--- config.mk ---
export PLATFORM = sky130hd
export DESIGN_NAME = fir_out_frame_buf_flat
export DESIGN_NICKNAME = d
export VERILOG_FILES = /design/src/rtl/fir_out_frame_buf_if.sv /design/src/rtl/fir_out_frame_buf.sv /design/src/flat_wrapper.sv
export SDC_FILE = /design/constraint.sdc
export NUM_CORES = 1
export LEC_CHECK = 0
export BUFFER_PORTS_ARGS = -buffer_cell sky130_fd_sc_hd__buf_2
export CAP_MARGIN = 25
export CELL_PAD_IN_SITES_DETAIL_PLACEMENT = 0
export CELL_PAD_IN_SITES_GLOBAL_PLACEMENT = 1
export CORE_MARGIN = 2
export CORE_UTILIZATION = 53
export CTS_CLUSTER_DIAMETER = 100
export DETAILED_ROUTE_END_ITERATION = 16
export PLACE_DENSITY = 0.78
export SYNTH_ARGS = -nofsm -noshare
export SYNTH_HDL_FRONTEND = slang
export SYNTH_SLANG_ARGS = --single-unit
--- constraint.sdc ---
create_clock -name clk -period 4.1 [get_ports clk]
set_clock_uncertainty 0.2 [all_clocks]
set_input_delay 0.205 -clock clk [delete_from_list [all_inputs] [get_ports clk]]
set_output_delay 0.205 -clock clk [all_outputs]
set_load 0.02 [all_outputs]
--- src/rtl/fir_out_frame_buf_if.sv ---
// fir_out_frame_buf_if: FIR sample input and framed output stream bundle
//   din_valid/din           FIR sample stream into the buffer (no backpressure)
//   m_valid/m_ready/m_data  rounded, decimated output stream
//   m_last                  marks the final sample of each frame
interface fir_out_frame_buf_if #(parameter int IN_W = 31, parameter int OUT_W = 16);
  logic din_valid;
  logic [IN_W-1:0] din;
  logic m_valid;
  logic m_ready;
  logic [OUT_W-1:0] m_data;
  logic m_last;
  modport master (output din_valid, din, m_ready, input m_valid, m_data, m_last);
  modport slave (input din_valid, din, m_ready, output m_valid, m_data, m_last);
endinterface

--- src/rtl/fir_out_frame_buf.sv ---
// fir_out_frame_buf: round/saturate/decimate FIR output into a framed valid/ready FIFO stream
//   clk, rst (async, active high), en (low = soft clear of pipeline, FIFO and counters)
//   io        din_valid/din in, m_valid/m_ready/m_data/m_last out
//   ovf_sat   sticky: some sample was clamped
//   ovf_drop  sticky: some kept sample was lost to a full FIFO
//   fifo_lvl  current FIFO occupancy
module fir_out_frame_buf #(
  parameter int IN_W = 31,
  parameter int OUT_W = 16,
  parameter int SHIFT = 15,
  parameter int DEC = 1,
  parameter int FIFO_DEPTH = 16,
  parameter int FRAME_LEN = 256
) (
  input  logic clk,
  input  logic rst,
  input  logic en,
  fir_out_frame_buf_if.slave io,
  output logic ovf_sat,
  output logic ovf_drop,
  output logic [$clog2(FIFO_DEPTH):0] fifo_lvl
);
  localparam int RW = IN_W + 1;
  localparam int AW = $clog2(FIFO_DEPTH);
  localparam int LW = AW + 1;
  localparam int PW = DEC > 1 ? $clog2(DEC) : 1;
  localparam int FW = $clog2(FRAME_LEN);
  localparam logic signed [RW-1:0] MAXV = RW'(2 ** (OUT_W - 1) - 1);
  localparam logic signed [RW-1:0] MINV = ~MAXV;
  logic signed [RW-1:0] r, s1_q;
  logic s1_valid, s1_keep, s2_valid, hi, lo, full, rd, wr, frame_end;
  logic [OUT_W-1:0] s2_data, sat_data;
  logic [PW-1:0] phase;
  logic [FW-1:0] frame_cnt;
  logic [AW-1:0] wr_ptr, rd_ptr;
  logic [OUT_W:0] mem [FIFO_DEPTH];
  assign r = $signed({io.din[IN_W-1], io.din}) + RW'(2 ** (SHIFT - 1));
  assign hi = s1_q > MAXV;
  assign lo = s1_q < MINV;
  assign sat_data = hi ? MAXV[OUT_W-1:0] : lo ? MINV[OUT_W-1:0] : s1_q[OUT_W-1:0];
  assign full = fifo_lvl == LW'(FIFO_DEPTH);
  assign io.m_valid = fifo_lvl != '0;
  assign rd = io.m_valid & io.m_ready;
  assign wr = s2_valid & (!full | rd);
  assign frame_end = frame_cnt == FW'(FRAME_LEN - 1);
  always_ff @(posedge clk)
    if (en & wr) mem[wr_ptr] <= {frame_end, s2_data};
  always_ff @(posedge clk or posedge rst)
    if (rst) begin
      s1_valid <= 1'b0;
      s1_keep <= 1'b0;
      s1_q <= '0;
      s2_valid <= 1'b0;
      s2_data <= '0;
      phase <= '0;
      frame_cnt <= '0;
      wr_ptr <= '0;
      rd_ptr <= '0;
      fifo_lvl <= '0;
      ovf_sat <= 1'b0;
      ovf_drop <= 1'b0;
      io.m_data <= '0;
      io.m_last <= 1'b0;
    end else if (!en) begin
      s1_valid <= 1'b0;
      s2_valid <= 1'b0;
      phase <= '0;
      frame_cnt <= '0;
      wr_ptr <= '0;
      rd_ptr <= '0;
      fifo_lvl <= '0;
    end else begin
      s1_valid <= io.din_valid;
      s1_keep <= phase == '0;
      s1_q <= r >>> SHIFT;
      if (io.din_valid) phase <= phase == PW'(DEC - 1) ? '0 : phase + PW'(1);
      s2_valid <= s1_valid & s1_keep;
      s2_data <= sat_data;
      if (s1_valid & (hi | lo)) ovf_sat <= 1'b1;
      if (s2_valid & !wr) ovf_drop <= 1'b1;
      if (wr) begin
        wr_ptr <= wr_ptr + AW'(1);
        frame_cnt <= frame_end ? '0 : frame_cnt + FW'(1);
      end
      if (rd) rd_ptr <= rd_ptr + AW'(1);
      fifo_lvl <= fifo_lvl + LW'(wr) - LW'(rd);
      // Registered head: the incoming write becomes head only if nothing older survives the pop
      if (wr || fifo_lvl > LW'(rd))
        {io.m_last, io.m_data} <= fifo_lvl == LW'(rd) ? {frame_end, s2_data} : mem[rd_ptr + AW'(rd)];
    end
endmodule

--- src/flat_wrapper.sv ---
// flat-port wrapper written by rule: the top's interface ports become plain ports
module fir_out_frame_buf_flat 
#(
  parameter int IN_W = 31,
  parameter int OUT_W = 16,
  parameter int SHIFT = 15,
  parameter int DEC = 1,
  parameter int FIFO_DEPTH = 16,
  parameter int FRAME_LEN = 256
)
  (clk, rst, en, ovf_sat, ovf_drop, fifo_lvl, io_din_valid, io_din, io_m_ready, io_m_valid, io_m_data, io_m_last);
  fir_out_frame_buf_if #(.IN_W(IN_W), .OUT_W(OUT_W)) io_i ();
  input  logic clk;
  input  logic rst;
  input  logic en;
  output logic ovf_sat;
  output logic ovf_drop;
  output logic [$clog2(FIFO_DEPTH):0] fifo_lvl;
  input wire logic [$bits(io_i.din_valid)-1:0] io_din_valid;
  input wire logic [$bits(io_i.din)-1:0] io_din;
  input wire logic [$bits(io_i.m_ready)-1:0] io_m_ready;
  output wire logic [$bits(io_i.m_valid)-1:0] io_m_valid;
  output wire logic [$bits(io_i.m_data)-1:0] io_m_data;
  output wire logic [$bits(io_i.m_last)-1:0] io_m_last;
  assign io_i.din_valid = io_din_valid;
  assign io_i.din = io_din;
  assign io_i.m_ready = io_m_ready;
  assign io_m_valid = io_i.m_valid;
  assign io_m_data = io_i.m_data;
  assign io_m_last = io_i.m_last;
  fir_out_frame_buf #(.IN_W(IN_W), .OUT_W(OUT_W), .SHIFT(SHIFT), .DEC(DEC), .FIFO_DEPTH(FIFO_DEPTH), .FRAME_LEN(FRAME_LEN)) u_core (.clk(clk), .rst(rst), .en(en), .io(io_i), .ovf_sat(ovf_sat), .ovf_drop(ovf_drop), .fifo_lvl(fifo_lvl));
endmodule
==> results.json <==
{
  "ys_warn_count": 0,
  "grt_pass1_wl_um": 49240,
  "cp-end-kind": "flip-flop",
  "status": "completed",
  "drc": 0,
  "ctsHoldBuffers": 29,
  "drv_cap": 0,
  "final_cells": 1316,
  "ctsResizeCount": 0,
  "cp_slowest_cell": "ha_2",
  "synth_edf_count": 272,
  "crit_path_start_kind": "flip-flop",
  "fin_util": 0.6228,
  "rows": 60,
  "syn-cell-area_sq_mm": 0.01453,
  "synth_top_area_frac": 0.5622,
  "mappedNetlistNets": 895,
  "design_area_sq_mm": 0.01678,
  "clock_sinks": 348,
  "cts_setup_buffers": 0,
  "port_buffers": 46,
  "areaGrowthSynthToFinish_pct": 15.53,
  "clk_latency_ps": 530,
  "drv_slew": 0,
  "vias": 7921,
  "setup_viol": 0,
  "die_x_um": 169.6,
  "cts_root_buf": "clkbuf_16",
  "drtAntennaViolNets": 0,
  "dpl.cell_count": 1217,
  "critPathArrivalTime_ps": 3750,
  "grt_setup_unrepaired": "false",
  "setup_slack_ps": 538.3,
  "ys_ff_latch": 348,
  "first_global_vias": 8406,
  "drive_gt1_frac": 0.2472,
  "final_cell_mix": "edfxtp_1, dfrtp_1, mux4_2",
  "critPathMaxStageDelay_ps": 690,
  "worst_pin_slew_ps": 706.2,
  "cts_tree": "done",
  "path_clk_slew_ps": 60,
  "relSlewSlack": 0.5274,
  "timing.final.crit_share": 0.8687,
  "synth_seq_area_share": 0.6931,
  "core-area_sq_mm": 0.02695,
  "path_max_fanout": 27,
  "die_h_um": 169.6,
  "yosysUniqueCellTypes": 55,
  "synth_top_cell_by_area": "edfxtp_1",
  "antenna_found_initial": 0,
  "cp.buffers_inverters": 2,
  "fmax_mhz": 280.8,
  "placed_cell_area_sq_mm": 0.01528,
  "initial_core_util": 0.5391,
  "critical-path-top-delay-family": "adder cells",
  "holdWs_ps": 108.7,
  "synth.avg_cell_area_sq_um": 17.30,
  "critPathRequiredTime_ps": 4290,
  "p_leak_nw": 5.813,
  "ys.flop_type": "edfxtp_1",
  "yosys-top-cells-area": "edfxtp_1, dfrtp_1, mux4_2, nor2b_1, ha_1",
  "drt_wl_total_um": 31850,
  "finalCriticalPeriod_ps": 3562,
  "pin_count": 61,
  "layout_commonest_cell": "edfxtp_1",
  "clk_path_buf_depth": 3,
  "synthCells": 840,
  "place_worst_setup_slack_ps": 498.5,
  "cp_cell_sequence": "inv_1 -> ha_1 -> nand2b_1 -> o31a_1 -> ha_4 -> ha_2 -> buf_12 -> mux4_2 -> nor2b_1 -> nor3_1 -> a21oi_2",
  "final-hold-violation-count": 0,
  "grt_usage": 0.2318,
  "first_iter_violations": 770,
  "wl_per_cell_um": 24.20,
  "hold_class": "in2reg",
  "fin_tns_setup_ps": 0,
  "die-area_sq_mm": 0.02875,
  "drtPass1Iterations": 5,
  "antenna_cells": 0,
  "vias_per_cell": 6.019,
  "pwr_density_cell_mw_per_mm2": 637.3,
  "nNetsFinal": 1001,
  "htree_levels": 2,
  "async_reset_ff_frac": 0.2184,
  "gp_congestion": 0.7878,
  "power_mw": 10.70,
  "cts_buffers": 37,
  "grt_max_degree": 66,
  "dp_hpwl_um": 18690,
  "fill_cells": 1895,
  "grt-ovfl-total": 0,
  "vdd_drop_max_uv": 388.1,
  "path_class": "reg2reg"
}
## logic make-up after synthesis
family / after synthesis / synth area share
DFF: 348 / 0.6931
and+or+nand+nor: 192 / 0.07363
muxes: 102 / 0.1300
AOI/OAI and AO/OA: 81 / 0.04263
buffers and inverters: 60 / 0.01981
adders and majority gates: 31 / 0.02515
xor gates and xnor gates: 26 / 0.01567
## flip-flops by register name (all words and copies together) (netlist names)
name	cells
u_core.fifo_lvl	5
u_core.rd_ptr	4
u_core.wr_ptr	4
u_core.ovf_drop	1
u_core.frame_cnt	8
u_core.s2_data	16
u_core.s2_valid	1
u_core.io.m_data	16
u_core.s1_keep	1
u_core.s1_q	17
u_core.ovf_sat	1
u_core.mem	272
u_core.io.m_last	1
u_core.s1_valid	1
## layout make-up
type / count / area [sq um] / area share
clock buffer: 56 / 1060 / 0.06314
clock inverter: 12 / 121.4 / 0.007231
sequential: 348 / 10070 / 0.5999
tap: 341 / 426.7 / 0.02542
multi-input combinational: 432 / 4187 / 0.2494
timing repair buffer: 110 / 855.8 / 0.05099
inverter: 17 / 65.06 / 0.003876
## cell usage after synthesis, types with 3 or more instances
cell type	n
and2_1	31
nor2_1	27
mux4_2	68
nor3_1	22
and3_1	4
mux2_2	14
xnor2_1	14
maj3_1	12
ha_1	18
nand4_1	9
or3_1	3
inv_1	16
a221oi_1	14
nand2b_1	16
a21oi_1	20
buf_1	5
nor2b_1	40
xor2_1	12
buf_6	4
a221oi_2	3
buf_2	14
mux2i_1	20
nand3_1	8
nand2_1	19
dfrtp_1	76
nor3b_1	3
edfxtp_1	272
o21ai_0	8
o211ai_1	5
a21oi_2	13
clkbuf_1	18
## path summary, 6_finish.rpt
kind	slack (ps)	start	endpoint	depth (start not counted)
max	540	u_core.fifo_lvl[2]	u_core.io.m_data[4]	11
min	110	io_din[14]	u_core.s1_q[6]	5
max reg2reg	540	u_core.fifo_lvl[2]	u_core.io.m_data[4]	11
min reg2reg	260	u_core.s1_keep	u_core.s1_keep	1
max in group asynchronous	2650	rst	u_core.io.m_data[12]	5
min in group asynchronous	450	rst	u_core.s1_q[12]	4
## routing by layer
layer / GRT usage / part of all wire
met5: 0 / 0
met4: 0.07023 / 0.028
met3: 0.03312 / 0.051
met2: 0.3879 / 0.50
met1: 0.3206 / 0.42
## tightest hold or removal path, cell delays in order
cell and delay (ps):
buf_2 110, nand4_1 100, nor2_1 120, xnor2_1 170
a21oi_1 60
## power by group
group          leakage (nW)  switching [mW]  internal [mW]  total (mW)
Combinational          1.88            1.55           1.56        3.11
Sequential             3.36           0.259           4.09        4.34
Clock                 0.578            1.31           1.92        3.24
Note: power is estimated with default switching activity, not from simulation.
